==> config.mk <==
export PLATFORM = sky130hd
export DESIGN_NAME = ltssm_link_coordinator_flat
export DESIGN_NICKNAME = d
export VERILOG_FILES = /design/src/rtl/ltssm_pkg.sv /design/src/rtl/ltssm_link_coordinator_if.sv /design/src/rtl/ltssm_timeout_timer.sv /design/src/rtl/ltssm_link_coordinator.sv /design/src/flat_wrapper.sv
export SDC_FILE = /design/constraint.sdc
export NUM_CORES = 1
export LEC_CHECK = 0
export ABC_CLOCK_PERIOD_IN_PS = 2400
export CORE_MARGIN = 2
export CORE_UTILIZATION = 25
export CTS_CLUSTER_DIAMETER = 200
export DETAILED_ROUTE_END_ITERATION = 16
export PLACE_DENSITY = 0.55
export SLEW_MARGIN = 5
export SYNTH_ARGS = -nofsm -noshare
export SYNTH_HDL_FRONTEND = slang
export SYNTH_SLANG_ARGS = --single-unit
==> constraint.sdc <==
create_clock -name clk -period 2.4 [get_ports clk]
set_input_delay 0.36 -clock clk [delete_from_list [all_inputs] [get_ports clk]]
set_output_delay 0.36 -clock clk [all_outputs]
set_load 0.05 [all_outputs]
==> src/rtl/ltssm_pkg.sv <==
// rtl/ltssm_pkg.sv - shared substate, LPIF and handshake encodings for the LTSSM coordinator
package ltssm_pkg;

  typedef enum logic [3:0] {
    DETECT_QUIET  = 4'd0,
    DETECT_ACTIVE = 4'd1,
    POLL_ACTIVE   = 4'd2,
    POLL_CFG      = 4'd3,
    CFG_LW_START  = 4'd4,
    CFG_LW_ACCEPT = 4'd5,
    CFG_LN_WAIT   = 4'd6,
    CFG_LN_ACCEPT = 4'd7,
    CFG_COMPLETE  = 4'd8,
    CFG_IDLE      = 4'd9,
    L0            = 4'd10,
    REC_RCVRLOCK  = 4'd11,
    REC_RCVRCFG   = 4'd12,
    REC_IDLE      = 4'd13
  } substate_e;

  typedef enum logic [1:0] {HS_NONE, HS_RX, HS_TX, HS_JOINT} hs_mode_e;

  localparam logic [3:0] LPIF_RESET   = 4'd0;
  localparam logic [3:0] LPIF_ACTIVE  = 4'd1;
  localparam logic [3:0] LPIF_RETRAIN = 4'd11;

  function automatic logic [1:0] pipewidth_to_code(input int pw);
    case (pw)
      16:      return 2'd1;
      32:      return 2'd2;
      default: return 2'd0;
    endcase
  endfunction

endpackage

==> src/rtl/ltssm_link_coordinator_if.sv <==
// rtl/ltssm_link_coordinator_if.sv - substate-engine / LPIF signal bundle for the coordinator
interface ltssm_link_coordinator_if #(parameter int LW = 5);
  logic          forceDetect;
  logic [3:0]    lpifStateRequest;
  logic          finishTx, finishRx;
  logic [3:0]    gotoTx, gotoRx;
  logic [LW-1:0] numberOfDetectedLanesIn;
  logic          writeNumberOfDetectedLanes;
  logic [7:0]    linkNumberInTx, linkNumberInRx;
  logic          writeLinkNumberTx, writeLinkNumberRx;
  logic [7:0]    rateIdIn;
  logic          writeRateId;
  logic [3:0]    substateTx, substateRx;
  logic [3:0]    lpifStateStatus;
  logic          linkUp;
  logic [2:0]    GEN;
  logic [1:0]    width;
  logic [LW-1:0] numberOfDetectedLanesOut;
  logic [7:0]    linkNumberOut, rateIdOut;

  modport master (
    output forceDetect, lpifStateRequest, finishTx, finishRx, gotoTx, gotoRx,
           numberOfDetectedLanesIn, writeNumberOfDetectedLanes, linkNumberInTx, linkNumberInRx,
           writeLinkNumberTx, writeLinkNumberRx, rateIdIn, writeRateId,
    input  substateTx, substateRx, lpifStateStatus, linkUp, GEN, width,
           numberOfDetectedLanesOut, linkNumberOut, rateIdOut
  );

  modport slave (
    input  forceDetect, lpifStateRequest, finishTx, finishRx, gotoTx, gotoRx,
           numberOfDetectedLanesIn, writeNumberOfDetectedLanes, linkNumberInTx, linkNumberInRx,
           writeLinkNumberTx, writeLinkNumberRx, rateIdIn, writeRateId,
    output substateTx, substateRx, lpifStateStatus, linkUp, GEN, width,
           numberOfDetectedLanesOut, linkNumberOut, rateIdOut
  );
endinterface

==> src/rtl/ltssm_timeout_timer.sv <==
// rtl/ltssm_timeout_timer.sv - per-substate dwell counter, expires after TIMEOUT_CYCLES-1 counted cycles
module ltssm_timeout_timer #(
  parameter int TIMEOUT_CYCLES = 24000
) (
  input  logic clk,
  input  logic reset,
  input  logic clear,
  input  logic enable,
  output logic expire
);
  localparam int CW = $clog2(TIMEOUT_CYCLES) + 1;

  logic [CW-1:0] count;

  assign expire = enable && (count == CW'(TIMEOUT_CYCLES - 1));

  always_ff @(posedge clk or posedge reset) begin
    if (reset) begin
      count <= '0;
    end else if (clear || !enable) begin
      count <= '0;
    end else if (!expire) begin
      count <= count + 1'b1;
    end
  end
endmodule

==> src/rtl/ltssm_link_coordinator.sv <==
// rtl/ltssm_link_coordinator.sv - shared Tx/Rx LTSSM substate, LPIF status, Recovery and rate change
// Optional substate timeout is built when LTSSM_TIMEOUT_EN is defined.
module ltssm_link_coordinator
  import ltssm_pkg::*;
#(
  parameter int DEVICETYPE     = 0,
  parameter int MAX_LANES      = 16,
  parameter int MAX_GEN        = 5,
  parameter int GEN1_PIPEWIDTH = 8,
  parameter int GEN2_PIPEWIDTH = 8,
  parameter int GEN3_PIPEWIDTH = 8,
  parameter int GEN4_PIPEWIDTH = 8,
  parameter int GEN5_PIPEWIDTH = 8,
  parameter int TIMEOUT_CYCLES = 24000
) (
  input logic                     clk,
  input logic                     reset,
  ltssm_link_coordinator_if.slave bus
);
  localparam int LW = $clog2(MAX_LANES) + 1;

  substate_e     state, state_nx, nxt;
  hs_mode_e      mode;
  logic [3:0]    status, status_nx;
  logic          link_up, link_up_nx;
  logic [2:0]    gen, gen_nx, rate_gen;
  logic [1:0]    width;
  logic [LW-1:0] lanes;
  logic [7:0]    link_num, rate_id;
  logic          rx_ok, tx_ok, adv, fallback, bad_state, timeout;

  function automatic int gen_pipewidth(input logic [2:0] g);
    case (g)
      3'd2:    return GEN2_PIPEWIDTH;
      3'd3:    return GEN3_PIPEWIDTH;
      3'd4:    return GEN4_PIPEWIDTH;
      3'd5:    return GEN5_PIPEWIDTH;
      default: return GEN1_PIPEWIDTH;
    endcase
  endfunction

`ifdef LTSSM_TIMEOUT_EN
  ltssm_timeout_timer #(.TIMEOUT_CYCLES(TIMEOUT_CYCLES)) u_timer (
    .clk    (clk),
    .reset  (reset),
    .clear  (state_nx != state),
    .enable (state != DETECT_QUIET && state != L0),
    .expire (timeout)
  );
`else
  assign timeout = 1'b0;
`endif

  assign rate_gen = rate_id[2:0];

  always_comb begin
    state_nx   = state;
    status_nx  = status;
    link_up_nx = link_up;
    gen_nx     = gen;
    nxt        = DETECT_QUIET;
    mode       = HS_NONE;
    bad_state  = 1'b0;
    case (state)
      DETECT_QUIET, POLL_ACTIVE, CFG_LW_START, CFG_LN_WAIT, CFG_LN_ACCEPT: begin
        nxt  = substate_e'(state + 4'd1);
        mode = HS_RX;
      end
      DETECT_ACTIVE, POLL_CFG, CFG_COMPLETE, CFG_IDLE, REC_RCVRLOCK, REC_RCVRCFG: begin
        nxt  = substate_e'(state + 4'd1);
        mode = HS_JOINT;
      end
      CFG_LW_ACCEPT: begin
        nxt  = CFG_LN_WAIT;
        mode = (DEVICETYPE == 0) ? HS_TX : HS_JOINT;
      end
      REC_IDLE: begin
        nxt  = L0;
        mode = HS_JOINT;
      end
      L0:      ;
      default: bad_state = 1'b1;
    endcase

    rx_ok = bus.finishRx && (bus.gotoRx == nxt);
    tx_ok = bus.finishTx && (bus.gotoTx == nxt);
    case (mode)
      HS_RX:    adv = rx_ok;
      HS_TX:    adv = tx_ok;
      HS_JOINT: adv = rx_ok && tx_ok;
      default:  adv = 1'b0;
    endcase
    // Link-up waits in CFG_IDLE until the LPIF side asks for ACTIVE.
    if (state == CFG_IDLE && bus.lpifStateRequest != LPIF_ACTIVE) adv = 1'b0;

    fallback = (bus.finishTx && bus.gotoTx == DETECT_QUIET) ||
               (bus.finishRx && bus.gotoRx == DETECT_QUIET);

    if (bus.forceDetect || timeout || fallback || bad_state ||
        (state == L0 && bus.lpifStateRequest == LPIF_RESET)) begin
      state_nx   = DETECT_QUIET;
      status_nx  = LPIF_RESET;
      link_up_nx = 1'b0;
      gen_nx     = 3'd1;
    end else if (state == L0) begin
      if (bus.lpifStateRequest == LPIF_RETRAIN) begin
        state_nx  = REC_RCVRLOCK;
        status_nx = LPIF_RETRAIN;
      end
    end else if (adv) begin
      state_nx = nxt;
      if (nxt == L0) begin
        link_up_nx = 1'b1;
        status_nx  = LPIF_ACTIVE;
      end
      if (state == REC_IDLE && rate_gen != 3'd0)
        gen_nx = (rate_gen > 3'(MAX_GEN)) ? 3'(MAX_GEN) : rate_gen;
    end
  end

  always_ff @(posedge clk or posedge reset) begin
    if (reset) begin
      state    <= DETECT_QUIET;
      status   <= LPIF_RESET;
      link_up  <= 1'b0;
      gen      <= 3'd1;
      width    <= pipewidth_to_code(GEN1_PIPEWIDTH);
      lanes    <= '0;
      link_num <= '0;
      rate_id  <= '0;
    end else begin
      state   <= state_nx;
      status  <= status_nx;
      link_up <= link_up_nx;
      gen     <= gen_nx;
      width   <= pipewidth_to_code(gen_pipewidth(gen));
      if (bus.writeNumberOfDetectedLanes) lanes <= bus.numberOfDetectedLanesIn;
      if (bus.writeLinkNumberTx)          link_num <= bus.linkNumberInTx;
      else if (bus.writeLinkNumberRx)     link_num <= bus.linkNumberInRx;
      if (bus.writeRateId)                rate_id <= bus.rateIdIn;
    end
  end

  assign bus.substateTx               = state;
  assign bus.substateRx               = state;
  assign bus.lpifStateStatus          = status;
  assign bus.linkUp                   = link_up;
  assign bus.GEN                      = gen;
  assign bus.width                    = width;
  assign bus.numberOfDetectedLanesOut = lanes;
  assign bus.linkNumberOut            = link_num;
  assign bus.rateIdOut                = rate_id;
endmodule
==> src/flat_wrapper.sv <==
// flat-port wrapper written by rule: the top's interface ports become plain ports
module ltssm_link_coordinator_flat import ltssm_pkg::*;
#(
  parameter int DEVICETYPE     = 0,
  parameter int MAX_LANES      = 16,
  parameter int MAX_GEN        = 5,
  parameter int GEN1_PIPEWIDTH = 8,
  parameter int GEN2_PIPEWIDTH = 8,
  parameter int GEN3_PIPEWIDTH = 8,
  parameter int GEN4_PIPEWIDTH = 8,
  parameter int GEN5_PIPEWIDTH = 8,
  parameter int TIMEOUT_CYCLES = 24000
)
  (clk, reset, bus_forceDetect, bus_lpifStateRequest, bus_finishTx, bus_finishRx, bus_gotoTx, bus_gotoRx, bus_numberOfDetectedLanesIn, bus_writeNumberOfDetectedLanes, bus_linkNumberInTx, bus_linkNumberInRx, bus_writeLinkNumberTx, bus_writeLinkNumberRx, bus_rateIdIn, bus_writeRateId, bus_substateTx, bus_substateRx, bus_lpifStateStatus, bus_linkUp, bus_GEN, bus_width, bus_numberOfDetectedLanesOut, bus_linkNumberOut, bus_rateIdOut);
  ltssm_link_coordinator_if bus_i ();
  input logic clk;
  input logic reset;
  input wire logic [$bits(bus_i.forceDetect)-1:0] bus_forceDetect;
  input wire logic [$bits(bus_i.lpifStateRequest)-1:0] bus_lpifStateRequest;
  input wire logic [$bits(bus_i.finishTx)-1:0] bus_finishTx;
  input wire logic [$bits(bus_i.finishRx)-1:0] bus_finishRx;
  input wire logic [$bits(bus_i.gotoTx)-1:0] bus_gotoTx;
  input wire logic [$bits(bus_i.gotoRx)-1:0] bus_gotoRx;
  input wire logic [$bits(bus_i.numberOfDetectedLanesIn)-1:0] bus_numberOfDetectedLanesIn;
  input wire logic [$bits(bus_i.writeNumberOfDetectedLanes)-1:0] bus_writeNumberOfDetectedLanes;
  input wire logic [$bits(bus_i.linkNumberInTx)-1:0] bus_linkNumberInTx;
  input wire logic [$bits(bus_i.linkNumberInRx)-1:0] bus_linkNumberInRx;
  input wire logic [$bits(bus_i.writeLinkNumberTx)-1:0] bus_writeLinkNumberTx;
  input wire logic [$bits(bus_i.writeLinkNumberRx)-1:0] bus_writeLinkNumberRx;
  input wire logic [$bits(bus_i.rateIdIn)-1:0] bus_rateIdIn;
  input wire logic [$bits(bus_i.writeRateId)-1:0] bus_writeRateId;
  output wire logic [$bits(bus_i.substateTx)-1:0] bus_substateTx;
  output wire logic [$bits(bus_i.substateRx)-1:0] bus_substateRx;
  output wire logic [$bits(bus_i.lpifStateStatus)-1:0] bus_lpifStateStatus;
  output wire logic [$bits(bus_i.linkUp)-1:0] bus_linkUp;
  output wire logic [$bits(bus_i.GEN)-1:0] bus_GEN;
  output wire logic [$bits(bus_i.width)-1:0] bus_width;
  output wire logic [$bits(bus_i.numberOfDetectedLanesOut)-1:0] bus_numberOfDetectedLanesOut;
  output wire logic [$bits(bus_i.linkNumberOut)-1:0] bus_linkNumberOut;
  output wire logic [$bits(bus_i.rateIdOut)-1:0] bus_rateIdOut;
  assign bus_i.forceDetect = bus_forceDetect;
  assign bus_i.lpifStateRequest = bus_lpifStateRequest;
  assign bus_i.finishTx = bus_finishTx;
  assign bus_i.finishRx = bus_finishRx;
  assign bus_i.gotoTx = bus_gotoTx;
  assign bus_i.gotoRx = bus_gotoRx;
  assign bus_i.numberOfDetectedLanesIn = bus_numberOfDetectedLanesIn;
  assign bus_i.writeNumberOfDetectedLanes = bus_writeNumberOfDetectedLanes;
  assign bus_i.linkNumberInTx = bus_linkNumberInTx;
  assign bus_i.linkNumberInRx = bus_linkNumberInRx;
  assign bus_i.writeLinkNumberTx = bus_writeLinkNumberTx;
  assign bus_i.writeLinkNumberRx = bus_writeLinkNumberRx;
  assign bus_i.rateIdIn = bus_rateIdIn;
  assign bus_i.writeRateId = bus_writeRateId;
  assign bus_substateTx = bus_i.substateTx;
  assign bus_substateRx = bus_i.substateRx;
  assign bus_lpifStateStatus = bus_i.lpifStateStatus;
  assign bus_linkUp = bus_i.linkUp;
  assign bus_GEN = bus_i.GEN;
  assign bus_width = bus_i.width;
  assign bus_numberOfDetectedLanesOut = bus_i.numberOfDetectedLanesOut;
  assign bus_linkNumberOut = bus_i.linkNumberOut;
  assign bus_rateIdOut = bus_i.rateIdOut;
  ltssm_link_coordinator #(.DEVICETYPE(DEVICETYPE), .MAX_LANES(MAX_LANES), .MAX_GEN(MAX_GEN), .GEN1_PIPEWIDTH(GEN1_PIPEWIDTH), .GEN2_PIPEWIDTH(GEN2_PIPEWIDTH), .GEN3_PIPEWIDTH(GEN3_PIPEWIDTH), .GEN4_PIPEWIDTH(GEN4_PIPEWIDTH), .GEN5_PIPEWIDTH(GEN5_PIPEWIDTH), .TIMEOUT_CYCLES(TIMEOUT_CYCLES)) u_core (.clk(clk), .reset(reset), .bus(bus_i));
endmodule
==> results.txt, run 1 <==
- Antenna violations before repair: 0
* Destination of the worst register-to-register timing path: u_core.bus.GEN[1]
- The worst register-to-register path begins at u_core.bus.substateRx[1].
* Vias per Instance: 4.60
- Depth of the worst register-to-register path: 8
* Layout cells sized above 1: 28.9%
- In this run, CTS created clock tree buffers numbering 5.
- Maximum clock insertion buffer count: 2
- GP Congestion: 0.855
- Cell breakdown of the critical path: ha_4, nor2b_4, o41a_1, xnor2_4, nand2_2, o41a_1, o311ai_2, o31ai_1
* Gate Count Post-Synth: 185
* Number of setup violations in the final report: 10
- For the worst setup path, the data arrival time is 2.82 ns.
- Data on the critical path is required at its endpoint by 2.53 ns.
* Area of the die: 8380 µm²
- CORE AREA: 7330 µm²
- Unrepaired setup endpoints after global routing: yes
* Netlist cell types: 62
- Global routing finished with a remaining overflow of 0.
- Max Slew Vio Count: 0
* Top-level I/O count: 89
* Leading register cell type out of synthesis: sky130_fd_sc_hd__dfrtp_1
* CP startpoint: u_core.bus.substateRx[1]
* Area share of the largest cell type after synthesis: 39.2%
- DRC Markers: 0
- Count of antenna diodes in the layout: 0
* Top cell type by total area after synthesis: sky130_fd_sc_hd__dfrtp_1
- Clock slew at reported path FFs: 0.07 ns
* Clock latency reported for the late side of the worst-skew pair: 0.28 ns
- H-tree lvl count: 2
* CTS root buffer: sky130_fd_sc_hd__clkbuf_8
* Most used cells in the layout excluding fill and tap cells: 85 x sky130_fd_sc_hd__clkdlybuf4s50_1, 33 x sky130_fd_sc_hd__buf_4, 28 x sky130_fd_sc_hd__dfrtp_1
* Largest delay share family, worst path: compound AO/OA/AOI/OAI gates
- The min-delay analysis places its worst path in the category in2async.
* Power after layout: 3.32 mW
* Worst-case clock skew: 0.0101 ns
- Once detailed placement completed, the half-perimeter wirelength came to 4370 µm.
- Counting flops and latches in the post-synthesis netlist gives 31.
- CTS tree: built
- Mapped Area: 1920 µm²
- For this design, the slowest cell found on the critical path is sky130_fd_sc_hd__o41a_1.
- In this run, synthesis inferred 0 flip-flops with an integrated enable.
- Chip Height: 91.5 µm
- Kind of launch point of the worst setup path: flop
* Count of fill cells added during filler insertion: 700
* Synthesis-to-layout area growth: 72.4%
* Classification of the worst setup path: reg2reg
- Worst-Margin Slew: 0.767 ns
- Rows: 31
- Once layout is complete, the cells apart from fillers number 397.
- In this design, the critical path's most frequently occurring cell is sky130_fd_sc_hd__o41a_1.
- Setup slack of the worst register-to-register path: -0.29 ns
- The first detailed-routing pass ran for 4 iterations.
* Total of hold buffers inserted after clock tree synthesis: 0
- Max Cap Viol: 0
* Net count, final: 351
* First-pass GRT wire length: 9240 µm
- Part of the Yosys area used for sequential elements: 40.6%
- Via count of the first global-routing pass: 1,911
- Global routing consumed, over all layers together, 13.6% of the routing resources.
* Share of flip-flops with an asynchronous set or reset: 100%
* Sort of element at the end of the critical path: flop
- Maximum net fanout on the critical path: 7
* Pre-CTS WS: -0.227 ns
* Delay of the slowest cell on the worst path: 0.55 ns
- For this run, the top clock speed supported by timing is 0.372 GHz.
- Width of the die: 91.5 µm
- Measured against its own limit, the worst slew margin works out to 48.2%.
- Total Neg Setup Slack: -2.26 ns
- In this run the static leakage power is 1.34 nW.
- Input/output buffers: 85
- After layout, the worst path uses 112% of the clock period.
- Average cell area after synthesis: 10.4 µm²
- Initial core utilization: 26.1%
- Final critical-path setup slack: -0.291 ns
- In this run, placement finished with an instance count of 386.
* Most common cell after layout, fill and taps aside: sky130_fd_sc_hd__clkdlybuf4s50_1
* Max IR drop VDD: 0.000478 V
* Cell types with the largest area share after synthesis: sky130_fd_sc_hd__dfrtp_1 39%, sky130_fd_sc_hd__mux2_2 7.6%, sky130_fd_sc_hd__mux2i_1 4.7%, sky130_fd_sc_hd__buf_4 3.1%, sky130_fd_sc_hd__nand2_1 2.9%
* Endpoints failing hold: 0
- In the final routed layout, each cell accounts on average for 14.1 µm.
- The worst path in the final design needs a cycle of 2.69 ns, including I/O delays and setup.
- Drt total wl: 5590 µm
* Post-DRT Antenna Nets: 0
* Clk sinks: 31
- The run finished, with violations left.
- Overall via count from detail_route: 1,827
- Dividing total power by cell area gives a power density of 1000 nW/µm².
* Violated checks: negative setup slack
- Entering global routing, the biggest net connects 17 pins.
- The detailed router finished its first iteration with 97 violations.
- Yosys warns: 0
- The number of buffers and inverters on the critical path is 0.
[kinds of logic (layout without fill, tap and decap cells)]
logic type      Yosys count  count (layout)  share of synthesized area [%]
other cells               1               3                          0.196
mux                      22              22                           12.3
flops                    31              31                           40.6
xor+xnor                  8               8                           4.64
simple gates             51              51                           14.6
fa+ha+maj                 4               4                           2.61
buf+inv                  21             132                           6.60
compound gates           47              47                           18.4
[report_power, final]
group / switching (mW) / internal (mW)
clock: 0.197 / 0.261
sequential: 0.0967 / 0.595
combinational: 1.20 / 0.966
total: 1.50 / 1.82
[metrics by stage]
step / hold WS (ns) / area (µm²) / utilization (%)
floorplan: 0.463 / 2020 / -
global placement: 0.489 / 3110 / 42.5
detailed placement: 0.497 / 3110 / 42.5
CTS: 0.473 / 3260 / 44.4
global route: 0.516 / 3300 / 45.1
finish: 0.458 / 3300 / 45.1
[state kept, by name, indices dropped and copies added (netlist names)]
name / flops
u_core.bus.rateIdOut: 8
u_core.bus.lpifStateStatus: 2
u_core.bus.GEN: 3
u_core.bus.linkUp: 1
u_core.bus.substateRx: 4
u_core.bus.linkNumberOut: 8
u_core.bus.numberOfDetectedLanesOut: 5
[cells in the mapped netlist (all sizes together) (3+ instances only)]
master	instances
xnor2	4
clkbuf	4
xor2	4
buf	11
mux2	13
dfrtp	30
o311ai	3
a21oi	6
nor4	3
mux2i	9
o21ai	12
ha	4
inv	6
nor2b	6
nand2	16
nor2	9
[what timing repair did]
item / in CTS / in global routing
cloned: 0 / 0
setup endpoints to repair: 10 / 10
setup buffers: 2 / 1
resized for setup: 4 / 6
pin swaps: 6 / 3
[cell type report]
| class | count | area [µm²] | area share (%) |
|---|---|---|---|
| inverter | 6 | 27.5 | 0.833 |
| tap | 99 | 124 | 3.75 |
| multi-input combinational | 135 | 1160 | 35.3 |
| clock buffer | 7 | 96.3 | 2.92 |
| timing repair buffer | 118 | 1100 | 33.3 |
| clock inverter | 1 | 7.51 | 0.227 |
| sequential | 31 | 785 | 23.7 |
[worst max-delay path by stage]
| stage | to | cells after the start |
|---|---|---|
| floorplan | u_core.bus.GEN[1] | 9 |
| global placement | u_core.bus.GEN[1] | 9 |
| detailed placement | u_core.bus.GEN[1] | 8 |
| CTS | u_core.bus.GEN[1] | 8 |
| global route | u_core.bus.GEN[1] | 9 |
| finish | u_core.bus.GEN[1] | 8 |
[per-layer routing]
metal	part of all wire (%)	vias up	GRT usage, %
met5	0	-	0
met4	1.9	0	3.91
met3	9.6	11	5.31
met2	45	74	21.8
met1	43	849	16.8
li1	-	893	-
[worst reg2reg max path: stages, from the launching register on]
cell,delay (ns)
sky130_fd_sc_hd__dfrtp_4,0.53
sky130_fd_sc_hd__ha_4,0.18
sky130_fd_sc_hd__nor2b_4,0.14
sky130_fd_sc_hd__o41a_1,0.55
sky130_fd_sc_hd__xnor2_4,0.20
sky130_fd_sc_hd__nand2_2,0.08
sky130_fd_sc_hd__o41a_1,0.48
sky130_fd_sc_hd__o311ai_2,0.28
sky130_fd_sc_hd__o31ai_1,0.11
Power figures use the tool's default switching activity.
==> run 2, diff against run 1 <==
--- a/config.mk
+++ b/config.mk
@@ -10,7 +10,9 @@
 export CORE_UTILIZATION = 25
 export CTS_CLUSTER_DIAMETER = 200
 export DETAILED_ROUTE_END_ITERATION = 16
+export GPL_ROUTABILITY_DRIVEN = 0
 export PLACE_DENSITY = 0.55
+export SETUP_SLACK_MARGIN = 0.1
 export SLEW_MARGIN = 5
 export SYNTH_ARGS = -nofsm -noshare
 export SYNTH_HDL_FRONTEND = slang
==> results of run 2 <==
The final DEF is identical to that of run 1; final timing and power are the same.
